## config.mk

```make
export PLATFORM = sky130hd
export DESIGN_NAME = vec_issue_ctrl
export DESIGN_NICKNAME = d
export VERILOG_FILES = /design/src/rtl/vec_issue_ctrl.sv
export SDC_FILE = /design/constraint.sdc
export NUM_CORES = 1
export LEC_CHECK = 0
export ABC_AREA = 1
export BUFFER_PORTS_ARGS = -buffer_cell sky130_fd_sc_hd__buf_2
export CAP_MARGIN = 20
export CORE_MARGIN = 3
export CORE_UTILIZATION = 35
export CTS_CLUSTER_DIAMETER = 50
export DETAILED_ROUTE_END_ITERATION = 10
export GPL_ROUTABILITY_DRIVEN = 0
export PLACE_DENSITY_LB_ADDON = 0.05
export SKIP_CTS_REPAIR_TIMING = 1
export SLEW_MARGIN = 20
export SYNTH_ARGS = -nofsm -noshare
export SYNTH_HDL_FRONTEND = slang
export SYNTH_SLANG_ARGS = --single-unit
```

## constraint.sdc

```tcl
create_clock -name clk_i -period 3.85 [get_ports clk_i]
set_input_delay 0.1925 -clock clk_i [delete_from_list [all_inputs] [get_ports clk_i]]
set_output_delay 0.1925 -clock clk_i [all_outputs]
set_load 0.005 [all_outputs]
```

## src/rtl/vec_issue_ctrl.sv

```systemverilog
// Vector instruction issue controller: instruction FIFO, single-issue
// sequencer towards the vector core, one-entry read result buffer.
module vec_issue_ctrl #(
    parameter int els_p         = 8,
    parameter int vlen_p        = 4,
    parameter int vdw_p         = 4,
    parameter int fifo_els_p    = 4,
    parameter int count_width_p = 16,
    localparam int addr_w = (els_p > 1) ? $clog2(els_p) : 1,
    localparam int data_w = vlen_p * vdw_p
) (
    input  logic                     clk_i,
    input  logic                     reset_i,
    input  logic                     instr_v_i,
    output logic                     instr_ready_o,
    input  logic [3:0]               instr_op_i,
    input  logic [addr_w-1:0]        instr_addrA_i,
    input  logic [addr_w-1:0]        instr_addrB_i,
    input  logic [addr_w-1:0]        instr_addrC_i,
    input  logic [data_w-1:0]        instr_scalar_i,
    input  logic [data_w-1:0]        instr_wdata_i,
    output logic                     vec_v_o,
    input  logic                     vec_ready_i,
    output logic [3:0]               vec_op_o,
    output logic [addr_w-1:0]        vec_addrA_o,
    output logic [addr_w-1:0]        vec_addrB_o,
    output logic [addr_w-1:0]        vec_addrC_o,
    output logic [data_w-1:0]        vec_scalar_o,
    output logic [data_w-1:0]        vec_wdata_o,
    input  logic                     vec_done_i,
    input  logic                     vec_v_i,
    input  logic [data_w-1:0]        vec_rdata_i,
    output logic                     vec_yumi_o,
    output logic                     res_v_o,
    output logic [data_w-1:0]        res_data_o,
    output logic [addr_w-1:0]        res_addr_o,
    input  logic                     res_yumi_i,
    output logic                     busy_o,
    output logic                     err_o,
    output logic [count_width_p-1:0] done_count_o
);

    localparam int ptr_w = $clog2(fifo_els_p);

    typedef struct packed {
        logic [3:0]        op;
        logic [addr_w-1:0] a;
        logic [addr_w-1:0] b;
        logic [addr_w-1:0] c;
        logic [data_w-1:0] s;
        logic [data_w-1:0] w;
    } instr_t;

    typedef enum logic {IDLE, WAIT} state_e;

    function automatic logic op_legal(input logic [3:0] op);
        logic ok;
        unique case (1'b1)
            op[3]:   ok = (op[2:1] == 2'b00);
            default: ok = (op[1:0] != 2'b11);
        endcase
        return ok;
    endfunction

    instr_t           mem [fifo_els_p];
    logic [ptr_w:0]   wptr;
    logic [ptr_w:0]   rptr;
    logic             empty;
    logic             full;
    logic             enq;
    logic             pop;
    instr_t           head;
    logic             head_legal;

    state_e            state;
    logic              is_read;
    logic [addr_w-1:0] rd_addr;
    logic              rd_got;
    logic              done_got;
    logic              hs;
    logic              complete;

    // Extra pointer bit tells full from empty when the indices match.
    assign empty = (wptr == rptr);
    assign full  = (wptr[ptr_w] != rptr[ptr_w])
                 && (wptr[ptr_w-1:0] == rptr[ptr_w-1:0]);
    assign enq   = instr_v_i & ~full;
    assign head  = mem[rptr[ptr_w-1:0]];
    assign head_legal = op_legal(head.op);

    assign instr_ready_o = ~full;

    assign pop = (state == IDLE) & ~empty
               & (~head_legal | vec_ready_i);

    assign vec_v_o      = (state == IDLE) & ~empty & head_legal;
    assign vec_op_o     = head.op;
    assign vec_addrA_o  = head.a;
    assign vec_addrB_o  = head.b;
    assign vec_addrC_o  = head.c;
    assign vec_scalar_o = head.s;
    assign vec_wdata_o  = head.w;

    assign hs = (state == WAIT) & is_read & vec_v_i
              & ~rd_got & ~res_v_o;
    assign vec_yumi_o = hs;

    assign complete = (state == WAIT)
                    & (done_got | vec_done_i)
                    & (~is_read | rd_got | hs);

    assign busy_o = ~empty | (state != IDLE);

    always_ff @(posedge clk_i) begin
        if (enq) begin
            mem[wptr[ptr_w-1:0]] <= '{
                op: instr_op_i,
                a:  instr_addrA_i,
                b:  instr_addrB_i,
                c:  instr_addrC_i,
                s:  instr_scalar_i,
                w:  instr_wdata_i
            };
        end
    end

    always_ff @(posedge clk_i) begin
        if (reset_i) begin
            wptr <= '0;
            rptr <= '0;
        end else begin
            if (enq) wptr <= wptr + 1'b1;
            if (pop) rptr <= rptr + 1'b1;
        end
    end

    always_ff @(posedge clk_i) begin
        if (reset_i) begin
            state        <= IDLE;
            is_read      <= 1'b0;
            rd_addr      <= '0;
            rd_got       <= 1'b0;
            done_got     <= 1'b0;
            err_o        <= 1'b0;
            res_v_o      <= 1'b0;
            res_data_o   <= '0;
            res_addr_o   <= '0;
            done_count_o <= '0;
        end else begin
            unique case (state)
                IDLE: begin
                    if (pop & head_legal) begin
                        state    <= WAIT;
                        is_read  <= (head.op == 4'b1000);
                        rd_addr  <= head.a;
                        rd_got   <= 1'b0;
                        done_got <= 1'b0;
                    end
                end
                WAIT: begin
                    if (hs) rd_got <= 1'b1;
                    if (vec_done_i) done_got <= 1'b1;
                    if (complete) begin
                        state        <= IDLE;
                        done_count_o <= done_count_o + 1'b1;
                    end
                end
            endcase
            if (pop & ~head_legal) err_o <= 1'b1;
            // A new capture can only happen while the buffer is empty.
            if (hs) begin
                res_v_o    <= 1'b1;
                res_data_o <= vec_rdata_i;
                res_addr_o <= rd_addr;
            end else if (res_yumi_i) begin
                res_v_o <= 1'b0;
            end
        end
    end

endmodule

```

==> run summary <==
Fmax: 365 MHz
Final setup viols: 0
Clock sink count: 232
Setup crit end kind: output port
H-tree Lvls: 1
WL final: 22400 µm
Detailed Routing Iterations Pass 1: 4
Crit path setup slack, layout: 1110 ps
Unrepaired setup endpoints after global routing: no
Share of cells above drive strength 1: 23.1%
Hold path depth: 2
GR Overflow Total: 0
Largest net degree at the start of global routing: 92
ANT cells: 0
Site Rows: 58
Via count: 6451
DP HPWL: 13900 µm
Yosys reg bits: 232
Static Leak: 0.00443 µW
Max-Cap Viols: 0
RR Startpoint: wptr[1]
# IOs: 154
Rel. slew slack: 33.8%
Ys Warns: 0
Final setup TNS: 0 ps
Syn-to-layout area delta: 29.8%
Sequential-to-total area share from yosys stat: 71.5%
Status: completed
Synth Net Count: 848
CP Max Fanout: 45
Hold Slack: 53.9 ps
Reg-to-Reg End: mem[3][9]
Nets: 1071
Netlist cell types: 30
Crit path time final: 2740 ps
Vias per inst: 4.77
Worst-skew pair later-pin latency: 540 ps
Most frequent cells in the layout: edfxtp_1 (180), buf_2 (153), nor2_1 (141)
DIE WIDTH: 167 µm
Worst Path Arrival: 2540 ps
CTS root buf: clkbuf_16
Reg2reg setup slack: 1370 ps
Wire length per cell: 16.6 µm
PD cells: 618 mW/mm²
Final Cycle Share: 71.1%
Worst-path clk slew: 50 ps
Die Y: 167 µm
CTS tree: done
Required @ worst endpoint: 3660 ps
Post-route DRC: 0
Max VDD drop: 0.336 mV
CP Class: reg -> out
Mapped cell area: 0.00902 mm²
Core box area: 0.0253 mm²
Inserted Clock Buffers: 31
Filler Cell Count: 2370
Setup WS pre-CTS: 1300 ps
Worst setup SP type: flip-flop
Final hold violations: 0
Synth Instances: 774
Hold Path End: done_got
Post-route ant nets: 0
Clock Skew: 8.17 ps
R2r worst-path depth: 8
Initial Util: 35.7%
Most common cell after layout, fill and taps aside: edfxtp_1
Die area: 0.0277 mm²
Initial antenna violation count: 0
First-pass GRT wire length: 35100 µm
Max Slew Vio Count: 0
Hold_sp: reset_i
Hold WC Path Type: in -> reg
Vias in the first global route: 6341
Avg Cell Area, Syn: 11.7 µm²
Worst slew pin tran: 991 ps
Pwr Total: 7230 µW
Clock Path Buffers: 3
Total GRT Usage: 15.5%
PortBufs: 153
Initial drt markers: 275
## layer usage
layer	up-vias	GRT usage, %	share of wire (%)
met5	-	0	0
met4	0	3.30	1.8
met3	29	2.85	3.7
met2	129	26.0	49
met1	3110	21.1	46
li1	3183	-	-
## registers in the layout, indices dropped and copies added (netlist names), named ones only
signal	cells
res_v_o	1
is_read	1
mem	180
rptr	3
done_got	1
rd_got	1
wptr	3
err_o	1
res_addr_o	3
res_data_o	16
done_count_o	16
rd_addr	3
state	1
## per-stage QoR
| stage | instances | cell area, µm² | utilization [%] |
|---|---|---|---|
| final | 1352 | 11700 | 46.4 |
| after global routing | 1352 | 11700 | 46.4 |
| after CTS | 1289 | 11100 | 43.9 |
| after detailed placement | 1231 | 10100 | 40.2 |
| after global placement | 1231 | 10100 | 40.2 |
| after floorplan | 774 | 9020 | - |
## power breakdown
part           internal (µW)  total [µW]  leakage [µW]  switching, µW
Combinational            626        1760       0.00192           1140
Clock                   1510        2550      0.000437           1040
Sequential              2860        2920       0.00207           56.7
## critical path, cell delays in order (launching register included)
cell and delay [ps]:
dfxtp_4 340, inv_2 580, buf_4 390, nand2_1 100
nand3_2 70, nand2_2 90, nand2_2 90, nand2_4 70
nand2_1 90, nor2_1 50, buf_2 120
## cell usage after synthesis
| cell | n | area share (%) |
|---|---|---|
| edfxtp_1 | 180 | 60 |
| nor2_1 | 145 | 6.0 |
| o21ai_0 | 106 | 5.9 |
| nand2_1 | 71 | 3.0 |
| dfxtp_1 | 52 | 12 |
| inv_1 | 42 | 1.7 |
| o22ai_1 | 41 | 2.8 |
| a21oi_1 | 28 | 1.6 |
| clkbuf_1 | 25 | 1.0 |
| nand3_1 | 22 | 1.2 |
| buf_2 | 8 | 0.44 |
| nand2_2 | 7 | 0.49 |
| ha_1 | 6 | 0.83 |
| nor3_1 | 6 | 0.33 |
| o21ai_1 | 6 | 0.33 |
| xnor2_1 | 4 | 0.39 |
| xor2_1 | 4 | 0.39 |
| buf_4 | 3 | 0.25 |
| buf_6 | 3 | 0.37 |
| nand3_2 | 3 | 0.33 |
| inv_2 | 2 | 0.083 |
| nand3b_1 | 2 | 0.17 |
| a31oi_1 | 1 | 0.069 |
| and2_1 | 1 | 0.069 |
| and3_1 | 1 | 0.069 |
| clkinv_2 | 1 | 0.055 |
| nand2_4 | 1 | 0.12 |
| nand4_2 | 1 | 0.14 |
| nand4_4 | 1 | 0.24 |
| o21ai_2 | 1 | 0.097 |
## logic make-up after synthesis
kind of cell / count (synthesis) / synth area share (%)
adders and majority gates: 6 / 0.832
and+or+nand+nor: 261 / 12.2
DFF: 232 / 71.5
AOI/OAI and AO/OA: 183 / 10.8
xor gates and xnor gates: 8 / 0.777
buffers and inverters: 84 / 3.99
## layout make-up
cell class              count  area [µm²]  share of cell area (%)
clock buffers              42         827                    7.06
clock inverters            16         108                   0.919
inverters                  45         170                    1.45
multi-input cells         458        2240                    19.2
flip-flops and latches    232        6450                    55.1
well taps                 330         413                    3.53
repair buffers            229        1490                    12.8
## worst max-delay path by stage
stage / slack [ps] / to / cells after the start
3_3_place_gp: 1370 / mem[3][16] / 8
3_5_place_dp: 1300 / mem[3][16] / 8
5_1_grt: 870 / vec_v_o / 10
4_1_cts: 1030 / vec_v_o / 10
2_1_floorplan: 530 / wptr[2] / 9
6_report: 1110 / vec_v_o / 10
Power figures use the tool's default switching activity.
